## src/rtl/lane_fold_reducer_pkg.sv

```systemverilog
// Shared constants and helpers for the lane fold reducer: tree depth derivation,
// signature mode encoding and a width-generic rotate-left.
package lane_fold_reducer_pkg;

  // Widest lane the rotate helper supports; callers zero-extend into this width.
  localparam int unsigned ROT_MAX_W = 1024;
  localparam int unsigned ROT_IDX_W = 10;

  localparam logic MODE_FOLD = 1'b0;
  localparam logic MODE_SIG  = 1'b1;

  // Ceiling log2; c_log_2(1) = 0.
  function automatic int unsigned c_log_2(input int unsigned n);
    int unsigned r;
    r = 0;
    for (int unsigned i = 0; i < 32; i++) begin
      if ((64'd1 << i) < 64'(n)) r = i + 1;
    end
    return r;
  endfunction

  // Number of registered tree levels; a single lane still gets one register stage.
  function automatic int unsigned fold_levels(input int unsigned n);
    int unsigned c;
    c = c_log_2(n);
    return (c < 1) ? 1 : c;
  endfunction

  // Rotate the low 'width' bits of v left by (amt mod width); upper bits return as 0.
  function automatic logic [ROT_MAX_W-1:0] rotl(input logic [ROT_MAX_W-1:0] v,
                                                input int unsigned amt,
                                                input int unsigned width);
    logic [ROT_MAX_W-1:0] r;
    r = '0;
    for (int unsigned i = 0; i < ROT_MAX_W; i++) begin
      if (i < width) r[ROT_IDX_W'((i + amt) % width)] = v[ROT_IDX_W'(i)];
    end
    return r;
  endfunction

endpackage

```

## src/rtl/lane_fold_reducer_xor_tree_stage.sv

```systemverilog
// One registered level of the XOR fold tree: folds adjacent lane pairs and carries
// the beat's valid and mode bits alongside. Frozen entirely when en is low.
module xor_tree_stage #(
  parameter int unsigned PAIRS      = 1,
  parameter int unsigned LANE_WIDTH = 64
) (
  input  logic                          clk,
  input  logic                          rst,
  input  logic                          en,
  input  logic                          in_valid,
  input  logic                          in_mode,
  input  logic [2*PAIRS*LANE_WIDTH-1:0] in_data,
  output logic                          out_valid,
  output logic                          out_mode,
  output logic [PAIRS*LANE_WIDTH-1:0]   out_data
);

  logic [PAIRS*LANE_WIDTH-1:0] fold;

  // XOR each adjacent pair of lanes into one lane.
  always_comb begin
    fold = '0;
    for (int unsigned p = 0; p < PAIRS; p++) begin
      fold[p*LANE_WIDTH +: LANE_WIDTH] = in_data[2*p*LANE_WIDTH +: LANE_WIDTH] ^
                                         in_data[(2*p+1)*LANE_WIDTH +: LANE_WIDTH];
    end
  end

  // Stage register; data only loads on a valid beat so it holds across bubbles.
  always_ff @(posedge clk or posedge rst) begin
    if (rst) begin
      out_valid <= 1'b0;
      out_mode  <= 1'b0;
      out_data  <= '0;
    end else if (en) begin
      out_valid <= in_valid;
      out_mode  <= in_mode;
      if (in_valid) out_data <= fold;
    end
  end

endmodule

```

## src/rtl/lane_fold_reducer.sv

```systemverilog
// Folds a packed multi-lane word to one lane through a pipelined XOR tree with
// valid/ready backpressure, keeps a signature over mode-1 beats, counts output beats
// and registers a (optionally rotated) broadcast of one lane to all lanes.
module lane_fold_reducer
  import lane_fold_reducer_pkg::*;
#(
  parameter int unsigned LANE_WIDTH      = 64,
  parameter int unsigned NUM_LANES       = 4,
  parameter int unsigned PERF_CNTR_WIDTH = 10
) (
  input  logic                            ACLK,
  input  logic                            ARESET,
  input  logic                            mode,
  input  logic                            sig_clear,
  input  logic                            in_valid,
  output logic                            in_ready,
  input  logic [NUM_LANES*LANE_WIDTH-1:0] in_data,
  output logic                            out_valid,
  input  logic                            out_ready,
  output logic [LANE_WIDTH-1:0]           out_data,
  output logic [LANE_WIDTH-1:0]           sig_out,
  input  logic [LANE_WIDTH-1:0]           bcast_in,
  input  logic                            bcast_rot,
  output logic [NUM_LANES*LANE_WIDTH-1:0] bcast_out,
  output logic [PERF_CNTR_WIDTH-1:0]      beat_count
);

  localparam int unsigned LEVELS   = fold_levels(NUM_LANES);
  localparam int unsigned PadLanes = 1 << LEVELS;

  // Lane offset of the input of tree level k inside the flattened node vector.
  function automatic int unsigned lvl_off(input int unsigned k);
    return 2 * PadLanes - 2 * (PadLanes >> k);
  endfunction

  logic                                 ready_q;
  logic                                 stall, advance, accept, handshake, out_mode;
  logic [(2*PadLanes-1)*LANE_WIDTH-1:0] tree;
  logic [LEVELS:0]                      lvl_valid, lvl_mode;
  logic [LANE_WIDTH-1:0]                sig_q, sig_d;
  logic [ROT_MAX_W-1:0]                 sig_ext, sig_rot, bc_ext, bc_rot;
  logic [PERF_CNTR_WIDTH-1:0]           cnt_q, cnt_d;
  logic [NUM_LANES*LANE_WIDTH-1:0]      bcast_q, bcast_d;

  // A stalled output freezes the whole pipe, so bubbles are kept in place.
  assign stall     = out_valid & ~out_ready;
  assign advance   = ~stall;
  assign in_ready  = ready_q & ~stall;
  assign accept    = in_valid & in_ready;
  assign handshake = out_valid & out_ready;

  assign lvl_valid[0] = accept;
  assign lvl_mode[0]  = mode;

  // Lanes beyond NUM_LANES up to the next power of two fold in as zero.
  if (PadLanes > NUM_LANES) begin : g_pad
    assign tree[PadLanes*LANE_WIDTH-1:0] = {{((PadLanes-NUM_LANES)*LANE_WIDTH){1'b0}}, in_data};
  end else begin : g_nopad
    assign tree[PadLanes*LANE_WIDTH-1:0] = in_data;
  end

  for (genvar k = 0; k < LEVELS; k++) begin : g_lvl
    localparam int unsigned Pairs  = PadLanes >> (k + 1);
    localparam int unsigned InOff  = lvl_off(k);
    localparam int unsigned OutOff = lvl_off(k + 1);
    xor_tree_stage #(
      .PAIRS      (Pairs),
      .LANE_WIDTH (LANE_WIDTH)
    ) u_stage (
      .clk       (ACLK),
      .rst       (ARESET),
      .en        (advance),
      .in_valid  (lvl_valid[k]),
      .in_mode   (lvl_mode[k]),
      .in_data   (tree[InOff*LANE_WIDTH +: 2*Pairs*LANE_WIDTH]),
      .out_valid (lvl_valid[k+1]),
      .out_mode  (lvl_mode[k+1]),
      .out_data  (tree[OutOff*LANE_WIDTH +: Pairs*LANE_WIDTH])
    );
  end

  assign out_valid  = lvl_valid[LEVELS];
  assign out_mode   = lvl_mode[LEVELS];
  assign out_data   = tree[lvl_off(LEVELS)*LANE_WIDTH +: LANE_WIDTH];
  assign sig_out    = sig_q;
  assign beat_count = cnt_q;
  assign bcast_out  = bcast_q;

  // Signature and saturating beat counter; clear wins over an update on the same beat.
  always_comb begin
    sig_ext                   = '0;
    sig_ext[LANE_WIDTH-1:0]   = sig_q;
    sig_rot                   = rotl(sig_ext, 1, LANE_WIDTH);
    sig_d                     = sig_q;
    if (sig_clear) begin
      sig_d = '0;
    end else if (handshake && (out_mode == MODE_SIG)) begin
      sig_d = sig_rot[LANE_WIDTH-1:0] ^ out_data;
    end
    cnt_d = cnt_q;
    if (handshake && (cnt_q != '1)) cnt_d = cnt_q + 1'b1;
  end

  // Broadcast lane i is either a copy or the input rotated left by i.
  always_comb begin
    bc_ext                  = '0;
    bc_ext[LANE_WIDTH-1:0]  = bcast_in;
    bc_rot                  = '0;
    bcast_d                 = '0;
    for (int unsigned l = 0; l < NUM_LANES; l++) begin
      bc_rot = rotl(bc_ext, l % LANE_WIDTH, LANE_WIDTH);
      bcast_d[l*LANE_WIDTH +: LANE_WIDTH] = bcast_rot ? bc_rot[LANE_WIDTH-1:0] : bcast_in;
    end
  end

  // Top-level state; ready_q keeps in_ready low until the first edge out of reset.
  always_ff @(posedge ACLK or posedge ARESET) begin
    if (ARESET) begin
      ready_q <= 1'b0;
      sig_q   <= '0;
      cnt_q   <= '0;
      bcast_q <= '0;
    end else begin
      ready_q <= 1'b1;
      sig_q   <= sig_d;
      cnt_q   <= cnt_d;
      bcast_q <= bcast_d;
    end
  end

endmodule

```

## config.mk

```make
export PLATFORM = sky130hd
export DESIGN_NAME = lane_fold_reducer
export DESIGN_NICKNAME = d
export VERILOG_FILES = /design/src/rtl/lane_fold_reducer_pkg.sv /design/src/rtl/lane_fold_reducer_xor_tree_stage.sv /design/src/rtl/lane_fold_reducer.sv
export SDC_FILE = /design/constraint.sdc
export NUM_CORES = 1
export LEC_CHECK = 0
export CAP_MARGIN = 10
export CORE_AREA = 2 2 283 285
export DETAILED_ROUTE_END_ITERATION = 7
export DIE_AREA = 0 0 285 287
export SLEW_MARGIN = 15
export SYNTH_ARGS = -nofsm -noshare
export SYNTH_HDL_FRONTEND = slang
export SYNTH_SLANG_ARGS = --single-unit --ignore-timing --ignore-initial --compat-mode --unroll-limit 50000
```

## constraint.sdc

```tcl
create_clock -name ACLK -period 40.7 [get_ports ACLK]
set_input_delay 12.21 -clock ACLK [delete_from_list [all_inputs] [get_ports ACLK]]
set_output_delay 12.21 -clock ACLK [all_outputs]
set_load 0.05 [all_outputs]
```

==> results of run 1 <==
==> stage by stage <==
step | setup slack, ps | instance area (um^2) | power [uW] | std cells
floorplan | 13760 | 20700 | 1200 | 1612
global placement | 14480 | 29000 | 1510 | 3324
detailed placement | 14480 | 29000 | 1520 | 3324
CTS | 14470 | 30900 | 2060 | 3425
global route | 14400 | 30900 | 2120 | 3425
finish | 14460 | 30900 | 2030 | 3427
==> cells in the mapped netlist, drive strengths merged <==
cell and n:
nor2b 2, nand2 323, a31oi 7, nor2 1, and2 4, o31ai 64, nand3 3, a211oi 1
ha 1, conb 1, inv 4, and3 3, a21oi 132, o21ai 1, mux2i 3, clkbuf 46
nand2b 65, nand4 3, buf 28, dfrtp 527, xnor2 129, xor2 129, and4 3, mux2 131
a41oi 1
==> area by class of cell <==
| type | count | area share |
|---|---|---|
| antenna | 2 | 0.000162 |
| clock buffer | 79 | 0.0531 |
| clock inverter | 22 | 0.00826 |
| inverter | 4 | 0.000729 |
| multi-input combinational | 1007 | 0.231 |
| sequential | 527 | 0.427 |
| tap | 1050 | 0.0425 |
| timing repair buffer | 736 | 0.237 |
==> sequential cells by signal (all words and copies together) (netlist names) <==
register,count
g_lvl.u_stage.out_mode,2
bcast_out,256
ready_q,1
g_lvl.u_stage.out_valid,2
sig_out,64
g_lvl.u_stage.out_data,192
beat_count,10
==> power by group <==
group | internal, uW | switching [uW]
Combinational | 288 | 468
Sequential | 634 | 111
Clock | 312 | 214
==> logic make-up after synthesis <==
logic type,Yosys count,synth area share
other,1,0.000181
xor gates and xnor gates,258,0.109
adders and majority gates,1,0.000604
DFF,527,0.637
and+or+nand+nor,407,0.0842
buffers and inverters,78,0.0198
muxes,134,0.0908
AOI/OAI and AO/OA,206,0.0583
==> per-layer routing <==
layer | global-route usage | vias up | part of all wire
met4 | 0.0601 | 2 | 0.037
met1 | 0.184 | 7344 | 0.37
met2 | 0.287 | 600 | 0.49
met3 | 0.0748 | 112 | 0.11
li1 | - | 6771 | -
met5 | 0 | - | 0.00018
==> final timing paths <==
path	startpoint	end	slack, ps	cells past startpoint
max reg2reg	g_lvl[1].u_stage.out_valid	sig_out[37]	38000	4
max	out_ready	in_ready	14460	4
min reg2reg	g_lvl[0].u_stage.out_data[6]	g_lvl[0].u_stage.out_data[6]	510	1
min	g_lvl[0].u_stage.out_data[6]	g_lvl[0].u_stage.out_data[6]	510	1
max in group asynchronous	ARESET	g_lvl[0].u_stage.out_valid	24390	6
min in group asynchronous	ARESET	bcast_out[118]	12210	2
==> results.txt, run 1 <==
----------------------------------------------------
[Clock tree]
  TritonCTS clock tree ... built
  Clock-pin slew of the registers on the worst-case setup and hold paths ... 60 ps
  Count of hold buffers inserted by post-cts repair ... 0
  Post-CTS setup buffer count ... 0
  Clock Sink Count ... 527
  CTS Buf Count ... 58
  Root buffer cell ... sky130_fd_sc_hd__clkbuf_16
  Clock H-tree levels ... 2
  Latest clock arrival within the worst-skew pair ... 590 ps
  Post-cts resize count ... 0
  CTS max path bufs ... 3

[Setup path]
  Critical-path cell with the highest stage delay ... sky130_fd_sc_hd__clkdlybuf4s50_1
  CP Class ... in2out
  Worst Path Buf+Inv ... 2
  CP most frequent cell ... sky130_fd_sc_hd__clkdlybuf4s50_1
  Nature of the critical path endpoint ... output pin
  Critical path startpoint category ... input pin
  Cells along the critical path ... clkdlybuf4s50_1 > nand2b_4 > and2_1 > clkdlybuf4s50_1
  Largest stage delay on the critical path ... 800 ps
  Worst EP arrival ... 14030 ps
  Cell class contributing the biggest share of worst-path delay ... buffers and inverters
  Worst Path Max Fanout ... 6
  Crit path required time ... 28490 ps

[Layout]
  Filler cell count in the final layout ... 7487
  Post-layout utilization of the core ... 0.393
  Ratio of cells with drive above 1 in the final layout ... 0.0985
  Most frequent cells in the layout ... sky130_fd_sc_hd__clkdlybuf4s50_1, sky130_fd_sc_hd__dfrtp_1, sky130_fd_sc_hd__nand2_1
  Area of all sequential standard cells ... 13200 um^2
  Signed area change from the synthesized netlist to the final layout ... 49.2%
  Multi-input combinational cell area ... 7140 um^2
  Most common cell after layout, fill and taps aside ... sky130_fd_sc_hd__clkdlybuf4s50_1
  Final net count ... 2662

[Routing]
  Total vias in the final route ... 14829
  Post-detailed-routing wire length ... 70800 um
  Average detailed-routed wire length per instance ... 20.6 um
  # DRC ... 0
  Number of DRC markers in iteration 0 ... 803
  Number of search-and-repair iterations in the first detailed-routing pass ... 8
  Routed Antenna Nets ... 0
  Vias per cell ... 4.33

[Yosys]
  Mean instance size in the synthesized netlist ... 12.8 um^2
  Number of warnings printed during yosys synthesis ... 0
  Share of synthesized area occupied by flip-flops and latches ... 0.637
  Post-Synthesis Cell Area ... 20700 um^2
  Portion of synthesized cell area occupied by the leading cell type ... 0.637
  Cell type with the highest aggregate area in the netlist ... sky130_fd_sc_hd__dfrtp_1
  Gate count of the mapped netlist ... 1612
  Unique masters post-synth ... 32
  Synth Register Bits ... 527
  Dominant cells by area after synthesis ... sky130_fd_sc_hd__dfrtp_1, sky130_fd_sc_hd__mux2_4, sky130_fd_sc_hd__nand2_1, sky130_fd_sc_hd__xnor2_1, sky130_fd_sc_hd__xor2_1
  Post-synth net total ... 1940

[Floorplanning]
  Core region area ... 78600 um^2
  Horizontal extent of the die ... 285 um
  Effective utilization at floorplan ... 0.263
  Number of rows in the core area ... 103
  Number of top-level design ports ... 723
  Chip height ... 287 um
  Die ar. ... 81800 um^2

[Hold path]
  Classification of the worst-slack hold path ... reg2reg

[Pwr]
  Maximum vdd ir drop ... 0.0348 mV
  Total leakage power ... 0.0136 uW
  Power density over cell area ... 65.6 nW/um^2

[GRT]
  Total global-route track usage ... 0.167
  Final global-route overflow total ... 0
  Largest net degree at the start of global routing ... 138
  First-pass GRT wire length ... 103000 um
  Antenna violations before repair ... 2
  Vias in the first global route ... 15977

[Timing]
  Hold Slack ... 512 ps
  Post-Route Setup TNS ... 0 ps
  Final count of negative-setup-slack endpoints ... 0
  Final number of max-transition violations ... 0
  Final-report hold violation count ... 0
  RSZ-0062 raised after global routing ... false
  Final period utilization ... 0.645
  Setup clock skew after layout ... 12.8 ps
  Least-Margin Pin Slew ... 1160 ps
  Achievable frequency ... 0.0381 GHz
  Fin crit period ... 26240 ps
  Worst slew margin relative to its limit ... 0.226

[Placement]
  DP HPWL ... 54200 um
  RD Place Congestion ... 0.879
  PortBufs ... 722

[Outcome]
  Outcome ... finished clean

[Flow run]
  Total of max-cap violations ... 0

----------------------------------------------------
Note: power is estimated with default switching activity, not from simulation.
==> run 2, diff against run 1 <==
==> constraint.sdc (replaced) <==
create_clock -name ACLK -period 23.2 [get_ports ACLK]
set_input_delay 6.96 -clock ACLK [delete_from_list [all_inputs] [get_ports ACLK]]
set_output_delay 6.96 -clock ACLK [all_outputs]
set_load 0.05 [all_outputs]
==> results.txt, run 2 (synthesis gave the netlist of run 1 again) <==
----------------------------------------------------
[Outcome]
  Outcome ... finished clean

[Clock tree]
  CTS Buf Count ... 56
  TritonCTS clock tree ... built
  Latest clock arrival within the worst-skew pair ... 600 ps
  Post-CTS setup buffer count ... 0
  Clock Sink Count ... 527
  Clock H-tree levels ... 2
  Clock-pin slew of the registers on the worst-case setup and hold paths ... 60 ps
  Post-cts resize count ... 0
  Count of hold buffers inserted by post-cts repair ... 0
  Root buffer cell ... sky130_fd_sc_hd__clkbuf_16
  CTS max path bufs ... 3

[Layout]
  Filler cell count in the final layout ... 7494
  Signed area change from the synthesized netlist to the final layout ... 49.5%
  Ratio of cells with drive above 1 in the final layout ... 0.0997
  Final net count ... 2660
  Largest register FFs ... 256
  Cell area after layout ... 31000 um^2
  Antenna Diode Count ... 0
  Most common cell after layout, fill and taps aside ... sky130_fd_sc_hd__clkdlybuf4s50_1
  Post-layout instance count excluding filler cells ... 3427
  Most frequent cells in the layout ... sky130_fd_sc_hd__clkdlybuf4s50_1, sky130_fd_sc_hd__dfrtp_1, sky130_fd_sc_hd__nand2_1

[Routing]
  Number of DRC markers in iteration 0 ... 769
  Uppermost routed layer ... met5
  Met2 WL post-DR ... 35400 um
  Total vias in the final route ... 14820
  Number of search-and-repair iterations in the first detailed-routing pass ... 5
  Routed Antenna Nets ... 0
  Met1 layer wirelength in the final routing ... 26000 um
  Total length of routed met3 wires ... 7390 um
  # DRC ... 0
  Average detailed-routed wire length per instance ... 20.6 um
  Vias per cell ... 4.32
  Post-detailed-routing wire length ... 70500 um

[Pwr]
  Maximum vdd ir drop ... 0.0610 mV
  Clock share of power ... 0.263
  Power density over cell area ... 116 nW/um^2
  Net Sw Frac ... 0.390
  Internal power contribution ... 2180 uW
  Switching power ... 1390 uW
  Comb pwr share ... 0.371
  Final Power ... 3580 uW
  Part of the power in registers ... 0.366
  Total leakage power ... 0.0136 uW

[Setup path]
  Worst EP arrival ... 9130 ps
  Critical path startpoint category ... input pin
  CP Class ... in2out
  Nature of the critical path endpoint ... output pin
  Worst Path Max Fanout ... 34
  Crit path required time ... 16240 ps

[Floorplanning]
  Horizontal extent of the die ... 285 um
  Die ar. ... 81800 um^2
  Effective utilization at floorplan ... 0.263
  Chip height ... 287 um
  Number of top-level design ports ... 723
  Core region area ... 78600 um^2
  Number of rows in the core area ... 103

[Timing]
  Post-Route Setup TNS ... 0 ps
  Final-report hold violation count ... 0
  RSZ-0062 raised after global routing ... false
  Least-Margin Pin Slew ... 910 ps
  Setup clock skew after layout ... 20.0 ps
  Fin crit period ... 16090 ps
  Hold Slack ... 504 ps
  Achievable frequency ... 0.0621 GHz
  Final period utilization ... 0.694
  Worst slew margin relative to its limit ... 0.393
  Final number of max-transition violations ... 0
  Final count of negative-setup-slack endpoints ... 0

[GRT]
  First-pass GRT wire length ... 104000 um
  Antenna violations before repair ... 1
  Largest net degree at the start of global routing ... 153
  Total global-route track usage ... 0.168
  Final global-route overflow total ... 0
  Vias in the first global route ... 16164

[Placement]
  DP HPWL ... 54000 um
  RD Place Congestion ... 0.892
  Post-DP Area ... 29000 um^2
  DP Cell Count ... 3324
  PortBufs ... 722

[Hold path]
  Classification of the worst-slack hold path ... reg2reg

[Flow run]
  Total of max-cap violations ... 0

----------------------------------------------------
[run 2: cell types whose count changed in the layout (fill, tap and decap cells not counted), moves of 2 or more]
| cell | change |
|---|---|
| sky130_fd_sc_hd__clkinvlp_4 | +2 |
| sky130_fd_sc_hd__clkinv_2 | -2 |
| sky130_fd_sc_hd__clkinv_4 | -2 |
| sky130_fd_sc_hd__diode_2 | -2 |
| sky130_fd_sc_hd__clkbuf_8 | +4 |
[run 2: through the flow]
stage                      util  setup slack [ps]
after floorplan               -              1510
after detailed placement  0.369              7100
after CTS                 0.394              7100
after global routing      0.394              7020
final                     0.394              7110
after global placement    0.369              7140
[run 2: final timing paths]
kind,endpoint,start,cells after the start,slack [ps]
max in group asynchronous,sig_out[57],ARESET,5,13140
min in group asynchronous,bcast_out[32],ARESET,2,6910
max,in_ready,out_ready,4,7110
min reg2reg,g_lvl[0].u_stage.out_mode,g_lvl[0].u_stage.out_mode,1,500
min,g_lvl[0].u_stage.out_mode,g_lvl[0].u_stage.out_mode,1,500
max reg2reg,g_lvl[0].u_stage.out_data[83],g_lvl[1].u_stage.out_valid,4,20280
[run 2: area by class of cell]
type                    instances  area (um^2)  share of cell area
well taps                    1050         1310              0.0424
clock inverters                22          289             0.00934
repair buffers                736         7340               0.237
inverters                       4         22.5            0.000728
multi-input cells            1007         7140               0.231
clock buffers                  81         1670              0.0539
flip-flops and latches        527        13200               0.426
[run 2: worst max-delay path, stage by stage]
cell and delay (ps):
sky130_fd_sc_hd__clkdlybuf4s50_1 620, sky130_fd_sc_hd__nand2b_4 480, sky130_fd_sc_hd__and2_1 240, sky130_fd_sc_hd__clkdlybuf4s50_1 820
[run 2: power by group through the flow]
stage               registers (uW)  clock network [uW]  logic (uW)
finish                        1310                 942        1330
global route                  1340                1010        1400
CTS                           1310                 969        1340
detailed placement            1330                   0        1340
global placement              1320                   0        1330
floorplan                     1750                   0         359
[run 2: metal layers]
metal	track usage	vias to the layer above
met3	0.0692	93
met5	0	-
met2	0.299	583
met1	0.186	7377
li1	-	6765
met4	0.0420	2
==> run 3, diff against run 2 <==
==> constraint.sdc (replaced) <==
create_clock -name ACLK -period 14.99 [get_ports ACLK]
set_input_delay 4.497 -clock ACLK [delete_from_list [all_inputs] [get_ports ACLK]]
set_output_delay 4.497 -clock ACLK [all_outputs]
set_load 0.05 [all_outputs]
==> results.txt, run 3 (synthesis gave the netlist of run 1 again) <==
----------------------------------------------------
[Pwr]
  Final Power ... 5520 uW
  Total leakage power ... 0.0136 uW
  Maximum vdd ir drop ... 0.0912 mV
  Clock share of power ... 0.261
  Part of the power in registers ... 0.368
  Switching power ... 2160 uW
  Power density over cell area ... 178 nW/um^2
  Net Sw Frac ... 0.391
  Comb pwr share ... 0.371
  Internal power contribution ... 3360 uW

[Clock tree]
  Clock Sink Count ... 527
  Root buffer cell ... sky130_fd_sc_hd__clkbuf_16
  TritonCTS clock tree ... built
  Clock-pin slew of the registers on the worst-case setup and hold paths ... 60 ps
  CTS Buf Count ... 57
  CTS max path bufs ... 3
  Clock H-tree levels ... 2
  Latest clock arrival within the worst-skew pair ... 600 ps
  Post-CTS setup buffer count ... 0
  Post-cts resize count ... 0
  Count of hold buffers inserted by post-cts repair ... 0

[Layout]
  Filler cell count in the final layout ... 7510
  Antenna Diode Count ... 0
  Area of all sequential standard cells ... 13200 um^2
  Largest register FFs ... 256
  Most frequent cells in the layout ... sky130_fd_sc_hd__clkdlybuf4s50_1, sky130_fd_sc_hd__dfrtp_1, sky130_fd_sc_hd__nand2_1
  Ratio of cells with drive above 1 in the final layout ... 0.0989
  Signed area change from the synthesized netlist to the final layout ... 49.3%
  Multi-input combinational cell area ... 7140 um^2
  Post-layout instance count excluding filler cells ... 3425
  Final net count ... 2659
  Most common cell after layout, fill and taps aside ... sky130_fd_sc_hd__clkdlybuf4s50_1

[GRT]
  First-pass GRT wire length ... 105000 um
  Largest net degree at the start of global routing ... 175
  Vias in the first global route ... 16274
  Final global-route overflow total ... 0
  Antenna violations before repair ... 0
  Total global-route track usage ... 0.169

[Flow run]
  Total of max-cap violations ... 0

[Timing]
  Final count of negative-setup-slack endpoints ... 0
  Least-Margin Pin Slew ... 1040 ps
  Final period utilization ... 0.771
  Post-Route Setup TNS ... 0 ps
  RSZ-0062 raised after global routing ... false
  Final-report hold violation count ... 0
  Achievable frequency ... 0.0865 GHz
  Final number of max-transition violations ... 0
  Worst slew margin relative to its limit ... 0.307
  Setup clock skew after layout ... 13.6 ps
  Fin crit period ... 11560 ps

[Setup path]
  CP Class ... in2out
  Reg2reg path depth ... 4
  Critical path startpoint category ... input pin
  Worst EP arrival ... 7060 ps
  Crit path required time ... 10490 ps
  Worst Path Max Fanout ... 71
  Nature of the critical path endpoint ... output pin

[Routing]
  Total vias in the final route ... 14854
  Routed Antenna Nets ... 0
  Number of DRC markers in iteration 0 ... 733
  Number of search-and-repair iterations in the first detailed-routing pass ... 4
  # DRC ... 0
  Post-detailed-routing wire length ... 71000 um
  Vias per cell ... 4.34
  Average detailed-routed wire length per instance ... 20.7 um

[Placement]
  DP HPWL ... 54000 um
  PortBufs ... 722
  RD Place Congestion ... 0.894
  DP Cell Count ... 3322

[Floorplanning]
  Chip height ... 287 um
  Number of rows in the core area ... 103
  Core region area ... 78600 um^2
  Die ar. ... 81800 um^2
  Number of top-level design ports ... 723
  Horizontal extent of the die ... 285 um
  Effective utilization at floorplan ... 0.263

[Outcome]
  Outcome ... finished clean

[Hold path]
  Classification of the worst-slack hold path ... reg2reg
  Hold path depth ... 1

----------------------------------------------------
## run 3: worst paths after layout
kind / from / endpoint / slack, ps
min reg2reg: g_lvl[0].u_stage.out_mode / g_lvl[1].u_stage.out_mode / 510
max: out_ready / in_ready / 3430
max in group asynchronous: ARESET / sig_out[26] / 8250
max reg2reg: g_lvl[1].u_stage.out_valid / g_lvl[0].u_stage.out_data[6] / 11850
min in group asynchronous: ARESET / bcast_out[134] / 4500
min: g_lvl[0].u_stage.out_mode / g_lvl[1].u_stage.out_mode / 510
## run 3: layout make-up
cell class                      count  share of cell area
Clock buffer                       83              0.0552
Clock inverter                     20             0.00704
Inverter                            4            0.000607
Multi-Input combinational cell   1007               0.231
Sequential cell                   527               0.427
Tap cell                         1050              0.0425
Timing Repair Buffer              734               0.237
## run 3: worst max-delay path: stages
cell and delay (ps):
sky130_fd_sc_hd__clkdlybuf4s50_1 610, sky130_fd_sc_hd__nand2b_4 810, sky130_fd_sc_hd__and2_1 280, sky130_fd_sc_hd__clkdlybuf4s50_1 850
## run 3: routing by layer
| metal | global-route usage | part of all wire | wire length [um] |
|---|---|---|---|
| met1 | 0.187 | 0.37 | 26100 |
| met2 | 0.300 | 0.50 | 35700 |
| met3 | 0.0665 | 0.10 | 7120 |
| met4 | 0.0499 | 0.029 | 2060 |
| met5 | 0 | 0 | 0 |
## run 3: metrics by stage
step / cell area [um^2] / util / setup WS, ps / hold slack [ps]
3_3_place_gp: 29000 / 0.369 / 3380 / 497
3_5_place_dp: 29000 / 0.369 / 3390 / 498
2_1_floorplan: 20700 / - / 3330 / 475
6_report: 30900 / 0.393 / 3430 / 509
5_1_grt: 30900 / 0.393 / 3350 / 523
4_1_cts: 30900 / 0.393 / 3390 / 513
## run 3: power by group through the flow
stage | combinational (uW) | clock, uW | sequential, uW
2_1_floorplan | 555 | 0 | 2710
3_3_place_gp | 2050 | 0 | 2050
3_5_place_dp | 2060 | 0 | 2060
4_1_cts | 2070 | 1470 | 2040
5_1_grt | 2160 | 1530 | 2070
6_report | 2050 | 1440 | 2030
